$ cat src/rtl/branch_seq_pkg.sv
// Shared encodings for the fetch/branch control sequencer: FSM states, opcode
// classes, branch opcodes, condition codes and the datapath strobe bundle.
package branch_seq_pkg;

    typedef enum logic [3:0] {
        ST_IDLE,
        ST_FETCH0,
        ST_FETCH1,
        ST_FETCH2,
        ST_EXEC3,
        ST_EXEC4,
        ST_EXEC5,
        ST_EXEC6,
        ST_DONE
    } state_t;

    typedef enum logic [1:0] {
        CLS_BR,
        CLS_JR,
        CLS_JAL,
        CLS_ILL
    } op_class_t;

    localparam logic [4:0] OP_BR  = 5'b10010;
    localparam logic [4:0] OP_JR  = 5'b10011;
    localparam logic [4:0] OP_JAL = 5'b10100;

    localparam logic [1:0] COND_ZR = 2'b00;
    localparam logic [1:0] COND_NZ = 2'b01;
    localparam logic [1:0] COND_PL = 2'b10;
    localparam logic [1:0] COND_MI = 2'b11;

    typedef struct packed {
        logic pc_out;
        logic mar_in;
        logic inc_pc;
        logic z_in;
        logic read;
        logic zlow_out;
        logic pc_in;
        logic mdr_in;
        logic mdr_out;
        logic ir_in;
        logic y_in;
        logic c_out;
        logic gra;
        logic r_out;
        logic rin;
        logic link_sel;
    } strobes_t;

    // jal only counts as a branch when the link feature is built in.
    function automatic op_class_t classify(input logic [4:0] opcode, input logic link_en);
        op_class_t cls;
        cls = CLS_ILL;
        if (opcode == OP_BR)
            cls = CLS_BR;
        else if (opcode == OP_JR)
            cls = CLS_JR;
        else if (link_en && (opcode == OP_JAL))
            cls = CLS_JAL;
        return cls;
    endfunction

endpackage

$ cat src/rtl/con_ff_logic.sv
// Branch condition evaluator and CON flip-flop. The flop loads the selected
// condition only when con_in is high and otherwise holds until cleared.
module con_ff_logic #(
    parameter int DATA_W = 32
) (
    input  logic              clock,
    input  logic              clear,
    input  logic              con_in,
    input  logic [1:0]        c2,
    input  logic [DATA_W-1:0] bus_in,
    output logic              con_out
);
    import branch_seq_pkg::*;

    logic cond;
    logic con_q;

    always_comb begin
        cond = 1'b0;
        case (c2)
            COND_ZR: cond = (bus_in == '0);
            COND_NZ: cond = (bus_in != '0);
            COND_PL: cond = ~bus_in[DATA_W-1];
            COND_MI: cond = bus_in[DATA_W-1];
            default: cond = 1'b0;
        endcase
    end

    always_ff @(posedge clock) begin
        if (!clear)
            con_q <= 1'b0;
        else if (con_in)
            con_q <= cond;
    end

    assign con_out = con_q;

endmodule

$ cat src/rtl/branch_sequencer.sv
// Control sequencer for instruction fetch and br/jr/jal execution.
// Build option: define BRANCH_LINK_EN to decode jal; otherwise 10100 is illegal.
module branch_sequencer #(
    parameter int         DATA_W   = 32,
    parameter logic [4:0] ALU_ADD  = 5'b00011,
    parameter logic [3:0] LINK_REG = 4'd15
) (
    input  logic              clock,
    input  logic              clear,
    input  logic              start,
    input  logic              mem_ready,
    input  logic [31:0]       ir,
    input  logic [DATA_W-1:0] bus_in,
    output logic              pc_out,
    output logic              mar_in,
    output logic              inc_pc,
    output logic              z_in,
    output logic              read,
    output logic              zlow_out,
    output logic              pc_in,
    output logic              mdr_in,
    output logic              mdr_out,
    output logic              ir_in,
    output logic              y_in,
    output logic              c_out,
    output logic              gra,
    output logic              r_out,
    output logic              rin,
    output logic              link_sel,
    output logic [4:0]        alu_op,
    output logic              con_out,
    output logic              busy,
    output logic              done,
    output logic              illegal
);
    import branch_seq_pkg::*;

`ifdef BRANCH_LINK_EN
    localparam logic LINK_EN = 1'b1;
`else
    localparam logic LINK_EN = 1'b0;
`endif

    state_t    state;
    state_t    state_next;
    op_class_t op_q;
    op_class_t cls_now;
    strobes_t  strb;
    logic      con_in;
    logic      con_q;
    logic      unused_ok;

    assign cls_now = classify(ir[31:27], LINK_EN);

    // Ra, spare fields and the branch offset are consumed by the datapath;
    // LINK_REG is applied by the datapath's register decode when link_sel is high.
    assign unused_ok = ^{ir[26:21], ir[18:0], LINK_REG};

    // NOTE: sequential state uses non-blocking assignments so every flop samples pre-edge values.
    always_ff @(posedge clock) begin
        if (!clear) begin
            state <= ST_IDLE;
            op_q  <= CLS_ILL;
        end else begin
            state <= state_next;
            if (state == ST_EXEC3)
                op_q <= cls_now;
        end
    end

    always_comb begin
        // NOTE: every signal gets a default first so no path through the case infers a latch.
        state_next = state;
        strb       = '0;
        alu_op     = '0;
        con_in     = 1'b0;
        done       = 1'b0;
        illegal    = 1'b0;
        case (state)
            ST_IDLE: begin
                if (start)
                    state_next = ST_FETCH0;
            end
            ST_FETCH0: begin
                strb.pc_out = 1'b1;
                strb.mar_in = 1'b1;
                strb.inc_pc = 1'b1;
                strb.z_in   = 1'b1;
                state_next  = ST_FETCH1;
            end
            ST_FETCH1: begin
                strb.read     = 1'b1;
                strb.mdr_in   = 1'b1;
                strb.zlow_out = 1'b1;
                if (mem_ready) begin
                    strb.pc_in = 1'b1;
                    state_next = ST_FETCH2;
                end
            end
            ST_FETCH2: begin
                strb.mdr_out = 1'b1;
                strb.ir_in   = 1'b1;
                state_next   = ST_EXEC3;
            end
            ST_EXEC3: begin
                case (cls_now)
                    CLS_BR: begin
                        strb.gra   = 1'b1;
                        strb.r_out = 1'b1;
                        con_in     = 1'b1;
                        state_next = ST_EXEC4;
                    end
                    CLS_JR: begin
                        strb.gra   = 1'b1;
                        strb.r_out = 1'b1;
                        strb.pc_in = 1'b1;
                        state_next = ST_DONE;
                    end
                    CLS_JAL: begin
                        strb.pc_out   = 1'b1;
                        strb.rin      = 1'b1;
                        strb.link_sel = 1'b1;
                        state_next    = ST_EXEC4;
                    end
                    default: state_next = ST_DONE;
                endcase
            end
            ST_EXEC4: begin
                if (op_q == CLS_JAL) begin
                    strb.gra   = 1'b1;
                    strb.r_out = 1'b1;
                    strb.pc_in = 1'b1;
                    state_next = ST_DONE;
                end else begin
                    strb.pc_out = 1'b1;
                    strb.y_in   = 1'b1;
                    state_next  = ST_EXEC5;
                end
            end
            ST_EXEC5: begin
                strb.c_out = 1'b1;
                strb.z_in  = 1'b1;
                alu_op     = ALU_ADD;
                state_next = ST_EXEC6;
            end
            ST_EXEC6: begin
                strb.zlow_out = 1'b1;
                strb.pc_in    = con_q;
                state_next    = ST_DONE;
            end
            ST_DONE: begin
                done       = 1'b1;
                illegal    = (op_q == CLS_ILL);
                state_next = ST_IDLE;
            end
            default: state_next = ST_IDLE;
        endcase
    end

    con_ff_logic #(
        .DATA_W (DATA_W)
    ) u_con_ff (
        .clock   (clock),
        .clear   (clear),
        .con_in  (con_in),
        .c2      (ir[20:19]),
        .bus_in  (bus_in),
        .con_out (con_q)
    );

    assign pc_out   = strb.pc_out;
    assign mar_in   = strb.mar_in;
    assign inc_pc   = strb.inc_pc;
    assign z_in     = strb.z_in;
    assign read     = strb.read;
    assign zlow_out = strb.zlow_out;
    assign pc_in    = strb.pc_in;
    assign mdr_in   = strb.mdr_in;
    assign mdr_out  = strb.mdr_out;
    assign ir_in    = strb.ir_in;
    assign y_in     = strb.y_in;
    assign c_out    = strb.c_out;
    assign gra      = strb.gra;
    assign r_out    = strb.r_out;
    assign rin      = strb.rin;
    assign link_sel = LINK_EN & strb.link_sel;
    assign con_out  = con_q;
    assign busy     = (state != ST_IDLE);

endmodule

$ cat config.mk
export PLATFORM = sky130hd
export DESIGN_NAME = branch_sequencer
export DESIGN_NICKNAME = d
export VERILOG_FILES = /design/src/rtl/branch_seq_pkg.sv /design/src/rtl/con_ff_logic.sv /design/src/rtl/branch_sequencer.sv
export SDC_FILE = /design/constraint.sdc
export NUM_CORES = 1
export LEC_CHECK = 0
export ABC_AREA = 1
export CORE_MARGIN = 4
export CORE_UTILIZATION = 25
export CTS_CLUSTER_SIZE = 10
export DETAILED_ROUTE_END_ITERATION = 7
export GPL_ROUTABILITY_DRIVEN = 0
export PLACE_DENSITY = 0.86
export SLEW_MARGIN = 20
export SYNTH_ARGS = -nofsm -noshare
export SYNTH_HDL_FRONTEND = slang
export SYNTH_SLANG_ARGS = --single-unit
export TNS_END_PERCENT = 50
$ cat constraint.sdc
create_clock -name clock -period 1.8 [get_ports clock]
set_clock_uncertainty 0.2 [all_clocks]
set_input_delay 0.27 -clock clock [delete_from_list [all_inputs] [get_ports clock]]
set_output_delay 0.27 -clock clock [all_outputs]
set_load 0.01 [all_outputs]
==> results_dict.tcl <==
set metrics [dict create \
    status "finished with violations" \
    violations "setup timing" \
    fin_tns_setup_ps -71.7 \
    drc_errors 0 \
    synthMuxAreaShare 0 \
    cts-htree-levels 1 \
    firstDrtPassIters 4 \
    yosysTopAreaCellShare 0.202 \
    fin_crit_ps 1840 \
    p_seq_frac 0.225 \
    n_antenna_cell 0 \
    die_x_microns 60.7 \
    rsz0062_at_grt "true" \
    ys_seq_area_frac 0.202 \
    cts_buffers 3 \
    final_nets 268 \
    drive_above_1_share 0.327 \
    cap_violations 0 \
    critPathKind "flop to output pin" \
    layout_commonest_cell "clkdlybuf4s50_1" \
    grt_usage 0.124 \
    ys_warn_count 0 \
    rows 18 \
    grt_max_degree 5 \
    required_ps 1330 \
    place_inst 224 \
    netlist_top_cells_area "dfxtp_1 20%, nor2_1 18%, nand2_1 15%, buf_4 12%, inv_1 5.4%" \
    pwr-share-clk 0.130 \
    power_mw 1.09 \
    wire_per_inst_microns 10.3 \
    synth_compound_area_frac 0.0847 \
    crit_arrival_ps 1370 \
    place_area_sq_um 1400 \
    end_kind "output pin" \
    critPathLaunchType "flop" \
    pin_count 93 \
    start_util 0.270 \
    clk_pin_slew_worst_paths_ps 50 \
    max-clock-path-buffers 2 \
    synth_seq_cells 7 \
    synthAdderAreaFrac 0 \
    final_cells 229 \
    p_leak_nw 0.726 \
    tritoncts "yes" \
    portBuffers 62 \
    root_buffer "clkbuf_4" \
    p_int_mw 0.626 \
    cts.sinks 7 \
    pwr-share-comb 0.646 \
    p_per_area_nw_per_um2 753 \
    min_path_type "input port to flop" \
    insertion_delay_ps 250 \
    min_period_over_period 1.02 \
    syn_to_final_growth_pct 109 \
    hpwl_microns 1940 \
    ir_drop_mv 0.651 \
    coreArea_sq_um 2570 \
    netlist_area_sq_um 694 \
    yosys.area_share.simple 0.492 \
    setup_viol 3 \
    synthXorXnorAreaFrac 0 \
    dieArea_sq_um 3690 \
    synth_top_family_by_area "simple AND/OR/NAND/NOR gates" \
    grt_antenna_before_repair 0 \
    grt_pass1_wl_microns 3540 \
    syn_inst 124 \
    avgSynthCellArea_sq_um 5.60 \
    grt_overflow_total 0 \
    cp_max_fo 3 \
    design_area_sq_um 1450 \
    totalWireLength_microns 2360 \
    vias_per_cell 4.42 \
    layout_common_cells "40 x clkdlybuf4s50_1, 29 x nor2_1, 25 x nand2_1" \
    drtIter0Drc 28 \
    finalHoldViolations 0 \
    die_y_microns 60.7 \
    finalWorstSetupSlack_ps -44.5 \
    grt_pass1_vias 954 \
    cts_hold_buf 0 \
    holdWs_ps 233 \
    yosysTopAreaCell "dfxtp_1" \
    p_sw_mw 0.469 \
    postRouteAntennaNets 0 \
    clock.fmax_mhz 542 \
    ys_types 21 \
    vias 1012 \
    p_sw_frac 0.428 \
    finalMaxSlewViolations 0 \
    fill_cells 255 \
]
registers in the layout (all words and copies together) (netlist names):
signal and count:
state 4, op_q 2, u_con_ff.con_out 1
area by class of cell:
type | instances | area, sq um | share of cell area
repair buffers | 78 | 683 | 0.470
multi-input cells | 92 | 487 | 0.335
flip-flops and latches | 7 | 153 | 0.105
inverters | 18 | 67.6 | 0.0465
well taps | 30 | 37.5 | 0.0258
clock buffers | 4 | 26.3 | 0.0181
cell families after synthesis:
logic type             Yosys count
buffers and inverters           29
AO/OA/AOI/OAI                   10
other                            1
flip-flops                       7
AND/OR/NAND/NOR                 77
worst max-delay path: stages, from the launching register on:
cell and delay [ps]:
dfxtp_2 330, buf_4 150, nor2_4 100, nand2_1 110
buf_4 160, nand2_1 70, clkdlybuf4s15_2 220
Yosys cell counts (all sizes together):
| cell type | instances |
|---|---|
| o21ai | 6 |
| a31oi | 1 |
| conb | 1 |
| nand3 | 5 |
| inv | 18 |
| nor3 | 7 |
| o211ai | 1 |
| nor4 | 1 |
| buf | 11 |
| nor2 | 36 |
| nand2 | 28 |
| dfxtp | 7 |
| o22ai | 1 |
| o2111ai | 1 |
worst paths after layout:
| kind | slack (ps) | from | end | cells past startpoint |
|---|---|---|---|---|
| setup / recovery | -40 | state[3]$_SDFFE_PN0P_ | zlow_out | 6 |
| hold / removal | 230 | ir[28] | op_q[0]$_SDFFE_PN1P_ | 4 |
| setup reg to reg | 390 | state[1]$_SDFFE_PN0P_ | state[0]$_SDFFE_PN0P_ | 8 |
| hold reg to reg | 350 | u_con_ff.con_out$_SDFFE_PN0P_ | u_con_ff.con_out$_SDFFE_PN0P_ | 2 |
what timing repair did:
action	4_1_cts	5_1_grt
setup buffers	0	1
gates resized for setup	53	28
hold endpoints to repair	0	0
pin swaps	2	6
endpoints found under the setup margin	19	17
cloned	0	0
metrics by stage:
step                      utilization  setup WS [ps]
after floorplan                     -            120
after global placement          0.544           -481
after detailed placement        0.544           -537
after CTS                       0.562           -217
after global routing            0.566           -109
final                           0.566          -44.5
metal layers:
layer	part of all wire	track usage	vias to the layer above
li1	-	-	521
met3	0.12	0.0213	2
met4	0.0080	0.0464	0
met1	0.32	0.116	429
met2	0.55	0.260	60
met5	0	0	-
power by group through the flow:
| stage | Combinational, mW | Sequential [mW] | Clock [mW] |
|---|---|---|---|
| detailed placement | 0.748 | 0.216 | 0 |
| CTS | 0.717 | 0.242 | 0.144 |
| global placement | 0.732 | 0.212 | 0 |
| floorplan | 0.358 | 0.211 | 0 |
| global route | 0.778 | 0.247 | 0.154 |
| finish | 0.707 | 0.246 | 0.142 |
No activity file was read; power rests on OpenSTA's default activity.
